==> config.mk <==
export PLATFORM = sky130hd
export DESIGN_NAME = jt5205_tgen
export DESIGN_NICKNAME = d
export VERILOG_FILES = /design/src/rtl/jt5205_tgen.sv
export SDC_FILE = /design/constraint.sdc
export NUM_CORES = 1
export LEC_CHECK = 0
export BUFFER_PORTS_ARGS = -buffer_cell sky130_fd_sc_hd__buf_4
export CORE_MARGIN = 3
export CORE_UTILIZATION = 58
export CTS_CLUSTER_DIAMETER = 30
export DETAILED_ROUTE_END_ITERATION = 10
export PLACE_DENSITY_LB_ADDON = 0.3
export REMOVE_ABC_BUFFERS = 1
export SLEW_MARGIN = 20
export SYNTH_ARGS = -nofsm -noshare
export SYNTH_HDL_FRONTEND = slang
export SYNTH_SLANG_ARGS = --single-unit
==> constraint.sdc <==
create_clock -name clk -period 2 [get_ports clk]
set_input_delay 0.4 -clock clk [delete_from_list [all_inputs] [get_ports clk]]
set_output_delay 0.4 -clock clk [all_outputs]
set_load 0.01 [all_outputs]
==> src/rtl/jt5205_tgen.sv <==
// jt5205_tgen
// Sample-rate timing generator for a bank of MSM5205-style ADPCM channels.
// Each channel divides the master clock tick (cen) by a limit chosen from the
// S pins (96/64/48 ticks per sample) or from a per-channel custom divider. It
// produces a sample strobe, an opposite-phase strobe at the half period, their
// OR as a double-rate strobe, and a registered VCK pin image.
//
// Parameters
//   CH       number of independent channels (1..8)
//   CW       counter / divider width per channel (7..12)
//   VCLK_CEN 1: vclk_o clears on every clk with cen low (one-clk VCK pulse)
//            0: vclk_o only moves at wrap (high) and half point (low)
//
// Ports
//   clk       system clock, all state on rising edge
//   rst_n     asynchronous active-low reset
//   cen       master clock tick
//   sel       per-channel S pins, channel i on sel[2i+1:2i] (3 = stopped)
//   cust_en   per-channel custom divider enable, overrides sel
//   cust_div  per-channel custom limit, channel i on [CW*i +: CW]
//   sync      one-cycle restart of every running channel
//   cen_lo    sample-rate strobe
//   cenb_lo   sample-rate strobe, half a period later
//   cen_mid   double-rate strobe (cen_lo | cenb_lo)
//   vclk_o    registered VCK pin
module jt5205_tgen #(
  parameter int CH       = 2,
  parameter int CW       = 8,
  parameter int VCLK_CEN = 1
) (
  input  logic               clk,
  input  logic               rst_n,
  input  logic               cen,
  input  logic [2*CH-1:0]    sel,
  input  logic [CH-1:0]      cust_en,
  input  logic [CW*CH-1:0]   cust_div,
  input  logic               sync,
  output logic [CH-1:0]      cen_lo,
  output logic [CH-1:0]      cenb_lo,
  output logic [CH-1:0]      cen_mid,
  output logic [CH-1:0]      vclk_o
);

  localparam logic [CW-1:0] LIM_96  = CW'(95);
  localparam logic [CW-1:0] LIM_64  = CW'(63);
  localparam logic [CW-1:0] LIM_48  = CW'(47);
  localparam logic [CW-1:0] LIM_MIN = CW'(1);

  for (genvar i = 0; i < CH; i++) begin : g_ch
    logic [CW-1:0] cnt;
    logic [CW-1:0] lim_q;
    logic [CW-1:0] nxt_lim;
    logic [CW-1:0] div_i;
    logic [1:0]    sel_i;
    logic          stopped;
    logic          pre;
    logic          preb;
    logic          vclk;
    logic          at_wrap;
    logic          at_half;

    assign sel_i = sel[2*i +: 2];
    assign div_i = cust_div[CW*i +: CW];

    // Limit that the channel will adopt at its next wrap, sync or stop.
    // A zero custom divider is clamped to 1 so the counter never locks at 0.
    // sel=3 without the custom divider stops the channel; the limit parked
    // in lim_q while stopped is the power-on 96-tick value.
    always_comb begin
      nxt_lim = LIM_96;
      stopped = 1'b0;
      if (cust_en[i]) begin
        nxt_lim = (div_i == '0) ? LIM_MIN : div_i;
      end else begin
        case (sel_i)
          2'd0:    nxt_lim = LIM_96;
          2'd1:    nxt_lim = LIM_64;
          2'd2:    nxt_lim = LIM_48;
          default: begin
            nxt_lim = LIM_96;
            stopped = 1'b1;
          end
        endcase
      end
    end

    // Since lim_q is never 0, lim_q>>1 is always below lim_q and the wrap
    // and half points cannot coincide.
    assign at_wrap = (cnt == lim_q);
    assign at_half = (cnt == (lim_q >> 1));

    // Per-channel divider. Priority: reset, stop, sync, then cen events.
    // The active limit lim_q is only reloaded at points where cnt restarts,
    // so a divider change never truncates or stretches the running period.
    // pre/preb are left alone on non-cen cycles so the strobes, which are
    // gated with cen, fire on the first tick after the flag is raised.
    always_ff @(posedge clk or negedge rst_n) begin
      if (!rst_n) begin
        cnt   <= '0;
        lim_q <= LIM_96;
        pre   <= 1'b0;
        preb  <= 1'b0;
        vclk  <= 1'b0;
      end else if (stopped || sync) begin
        cnt   <= '0;
        lim_q <= nxt_lim;
        pre   <= 1'b0;
        preb  <= 1'b0;
        vclk  <= 1'b0;
      end else if (cen) begin
        if (at_wrap) begin
          cnt   <= '0;
          lim_q <= nxt_lim;
          pre   <= 1'b1;
          preb  <= 1'b0;
          vclk  <= 1'b1;
        end else begin
          cnt  <= cnt + CW'(1);
          pre  <= 1'b0;
          preb <= at_half;
          if (at_half) begin
            vclk <= 1'b0;
          end
        end
      end else if (VCLK_CEN != 0) begin
        vclk <= 1'b0;
      end
    end

    // Strobes are plain gates of the registered flags with the tick.
    assign cen_lo[i]  = pre & cen;
    assign cenb_lo[i] = preb & cen;
    assign cen_mid[i] = (pre | preb) & cen;
    assign vclk_o[i]  = vclk;
  end

endmodule

==> impl_summary.md <==
Outcome
The flow ran to the end, and the final reports show no timing, DRC or antenna violations.

Placement
The half-perimeter wire length after detailed placement is 3980 microns. The count of buffers added on input and output ports is 33. In this run, placement finished with an instance count of 338. Routability-driven placement finished with a final weighted congestion of 0.825.

Clocking
The clock edge transition at the registers on the reported setup and hold paths is 80 ps. The root buffer cell is clkbuf_8. The number of instances resized during post-cts repair is 0. The total CTS buffers is 5.

The H-tree level count is 2. For this design, the CTS-stage hold fixing added 0 buffers. After clock tree synthesis, the setup repair step added 0 buffers.

The worst-skew pair later-pin latency is 300 ps. The clock passes through at most 2 buffers. The CTS tree is built.

The sink count of the clock tree is 38.

Global route
Entering global routing, the biggest net connects 39 pins. The global-route usage over all layers is 22.5%. The first global-routing pass estimated ~9000 microns of wire. Global routing finished with a remaining overflow of 0. The initial antenna violation count came to 0.

The via count of the first global-routing pass was 1920.

Logic synthesis
Yosys printed 0 warnings. In this run, synthesis inferred 0 flip-flops with an integrated enable. The sequential area share after synthesis is 37.8%. The share of synthesized registers carrying an async set or reset is 100%. The area of the mapped netlist is 2550 sq um.

The most frequently used flop master after synthesis is dfrtp_1. The count of state elements after synthesis is 38. The post-synthesis cell type count is between 40 and 50. The post-synthesis instance total is around 260. The average instance area after synthesis is 9.86 sq um.

Floorplanning
The die covers 5230 sq um. The count of standard-cell rows is 23. Once the floorplan was initialized, standard cells occupied 62.0% of the core. After floorplanning, the core was sized to cover 4120 sq um. 34 I/O pins were placed. The die is 72.3 microns tall. The horizontal die dimension is 72.3 microns.

Worst setup path
The critical path in this run is classified as reg2reg. The launch point of the worst reg-to-reg path is g_ch[0].lim_q[3]. The worst setup path is captured at a flip-flop. The critical path data required time is around 2200 ps.

The number of cell instances on the worst register-to-register path is 5. Of all nets on the critical path, the largest fanout is 5. The endpoint identified for the worst register-to-register timing path is g_ch[0].lim_q[5]. The worst setup slack for register-to-register paths is 140 ps. The worst setup path is launched from a flip-flop.

The critical path arrival is 2040 ps.

Timing
The portion of the clock cycle consumed by the worst path in the final layout is 93.0%. At the pin with the least slew margin, the transition time is 470 ps. The worst path in the final design needs a cycle of 1860 ps, including I/O delays and setup.

The worst max-slew margin expressed relative to the limit is 68.6%. Across the routed clock network, the largest skew measured is 11.3 ps. The final setup violation count is 0. The count of endpoints failing hold in the final timing report came to 0. The number of slew-limit violations in the final report was 0.

The worst hold-check slack is 55.3 ps. Setup repair after global routing left no endpoint under its margin. The total negative slack is 0 ps. The achievable frequency is 538 MHz.

Cells and area
Once layout is complete, the utilization of the core stands at 72.0%. The library cell used most frequently in the layout, excluding fill and tap cells, is buf_4. The number of nets in the layout is 327. The count of cells in the finished layout, fillers not included, comes to approximately 350.

In the layout the commonest cells are buf_4 (50), nand2_1 (29), dfrtp_1 (26), xor2_1 (22). The area growth from synthesis to layout is 16.0%. In the final layout, the share of cells above drive strength 1 is roughly a third.

0 antenna diodes ended up in the layout.

Drt
In the final routed layout, each cell accounts on average for 15.6 microns. The count of nets left with antenna violations once routing finished came out at 0. The via count normalized by instance count is 5.88. The first detailed-routing pass ran for 4 iterations. The DRC marker count from the first detailed-route iteration is 103. The total number of vias is 2027. The detailed-route DRC error count is 0. The post-detailed-routing wire length is 5380 microns.

Run
The tool flagged a number of max-cap violations equal to 0.

Pwr
Dividing total power by cell area gives a power density of 589 nW/um^2. The leakage power of the design is 1.33 nW. The worst voltage drop across the vdd grid is 0.455 mV. Overall power consumption after layout is estimated at 1.74 mW.

Worst hold path
The min-delay analysis places its worst path in the category in2async.
-- cell usage after synthesis (4+ instances only) --
cell / number / area (sq um)
xnor2_1: 12 / 105
buf_2: 6 / 30.0
a21oi_1: 11 / 55.1
inv_1: 6 / 22.5
nand2_1: 29 / 109
mux2_4: 5 / 75.1
dfrtp_1: 26 / 651
nand3_1: 7 / 35.0
nor4_1: 6 / 37.5
o21ai_0: 4 / 20.0
and2_1: 12 / 75.1
o211ai_1: 4 / 30.0
ha_1: 6 / 75.1
and4_1: 4 / 35.0
xor2_1: 22 / 193
mux2_2: 11 / 124
nor3_1: 5 / 25.0
dfstp_2: 12 / 315
nand2b_1: 7 / 43.8
clkbuf_1: 7 / 26.3
-- power breakdown --
part	internal (mW)	total [mW]	switching, mW	leakage [nW]
Sequential	0.834	0.887	0.0534	0.481
Clock	0.273	0.538	0.265	0.0443
Combinational	0.161	0.320	0.158	0.802
-- state kept, by name (all words and copies together), names as in the netlist --
signal / flops
g_ch.cnt: 16
g_ch.lim_q: 16
g_ch.pre: 2
g_ch.preb: 2
g_ch.vclk: 2
-- worst max-delay path by stage --
stage | start | end | slack (ps) | cells past startpoint
3_5_place_dp | sel[0] | g_ch[0].lim_q[1] | -20 | 7
2_1_floorplan | sel[0] | g_ch[0].lim_q[0] | -20 | 5
4_1_cts | g_ch[0].lim_q[3] | g_ch[0].lim_q[1] | 150 | 5
6_report | g_ch[0].lim_q[3] | g_ch[0].lim_q[5] | 140 | 5
5_1_grt | g_ch[0].lim_q[6] | g_ch[0].lim_q[1] | 50 | 5
3_3_place_gp | sel[0] | g_ch[0].lim_q[1] | 60 | 7
-- per-stage QoR --
| stage | setup WS, ps | area, sq um |
|---|---|---|
| 2_1_floorplan | -21.7 | 2440 |
| 3_3_place_gp | 61.5 | 2880 |
| 6_report | 140 | 2960 |
| 4_1_cts | 146 | 2960 |
| 5_1_grt | 52.3 | 2960 |
| 3_5_place_dp | -18.6 | 2880 |
-- kinds of logic (layout without fill, tap and decap cells) --
| logic type | Yosys count | after routing | share of synthesized area, % |
|---|---|---|---|
| compound gates | 48 | 48 | 14.1 |
| xor+xnor | 34 | 34 | 11.7 |
| fa+ha+maj | 6 | 6 | 2.94 |
| buf+inv | 27 | 63 | 5.39 |
| flops | 38 | 38 | 37.8 |
| mux | 18 | 18 | 8.58 |
| simple gates | 88 | 88 | 19.5 |
-- critical path, stage by stage, from the launching register on --
cell,delay [ps]
dfstp_2,570
xor2_1,110
nor4_4,380
a31oi_2,200
buf_4,190
mux2_4,290
-- area by class of cell --
type                    instances  area (sq um)
multi-input cells             194          1450
clock buffers                   7          86.3
flip-flops and latches         38           966
well taps                      50          62.6
fillers                       296          1150
inverters                       6          22.5
repair buffers                 50           375
-- per-layer routing --
metal | vias to the layer above | GRT usage (%) | share of wire [%]
li1 | 986 | - | -
met1 | 966 | 30.7 | 48
met2 | 63 | 33.6 | 44
met3 | 12 | 6.09 | 5.9
met4 | 0 | 9.39 | 2.0
met5 | - | 0 | 0
(Power assumes the default switching activity.)
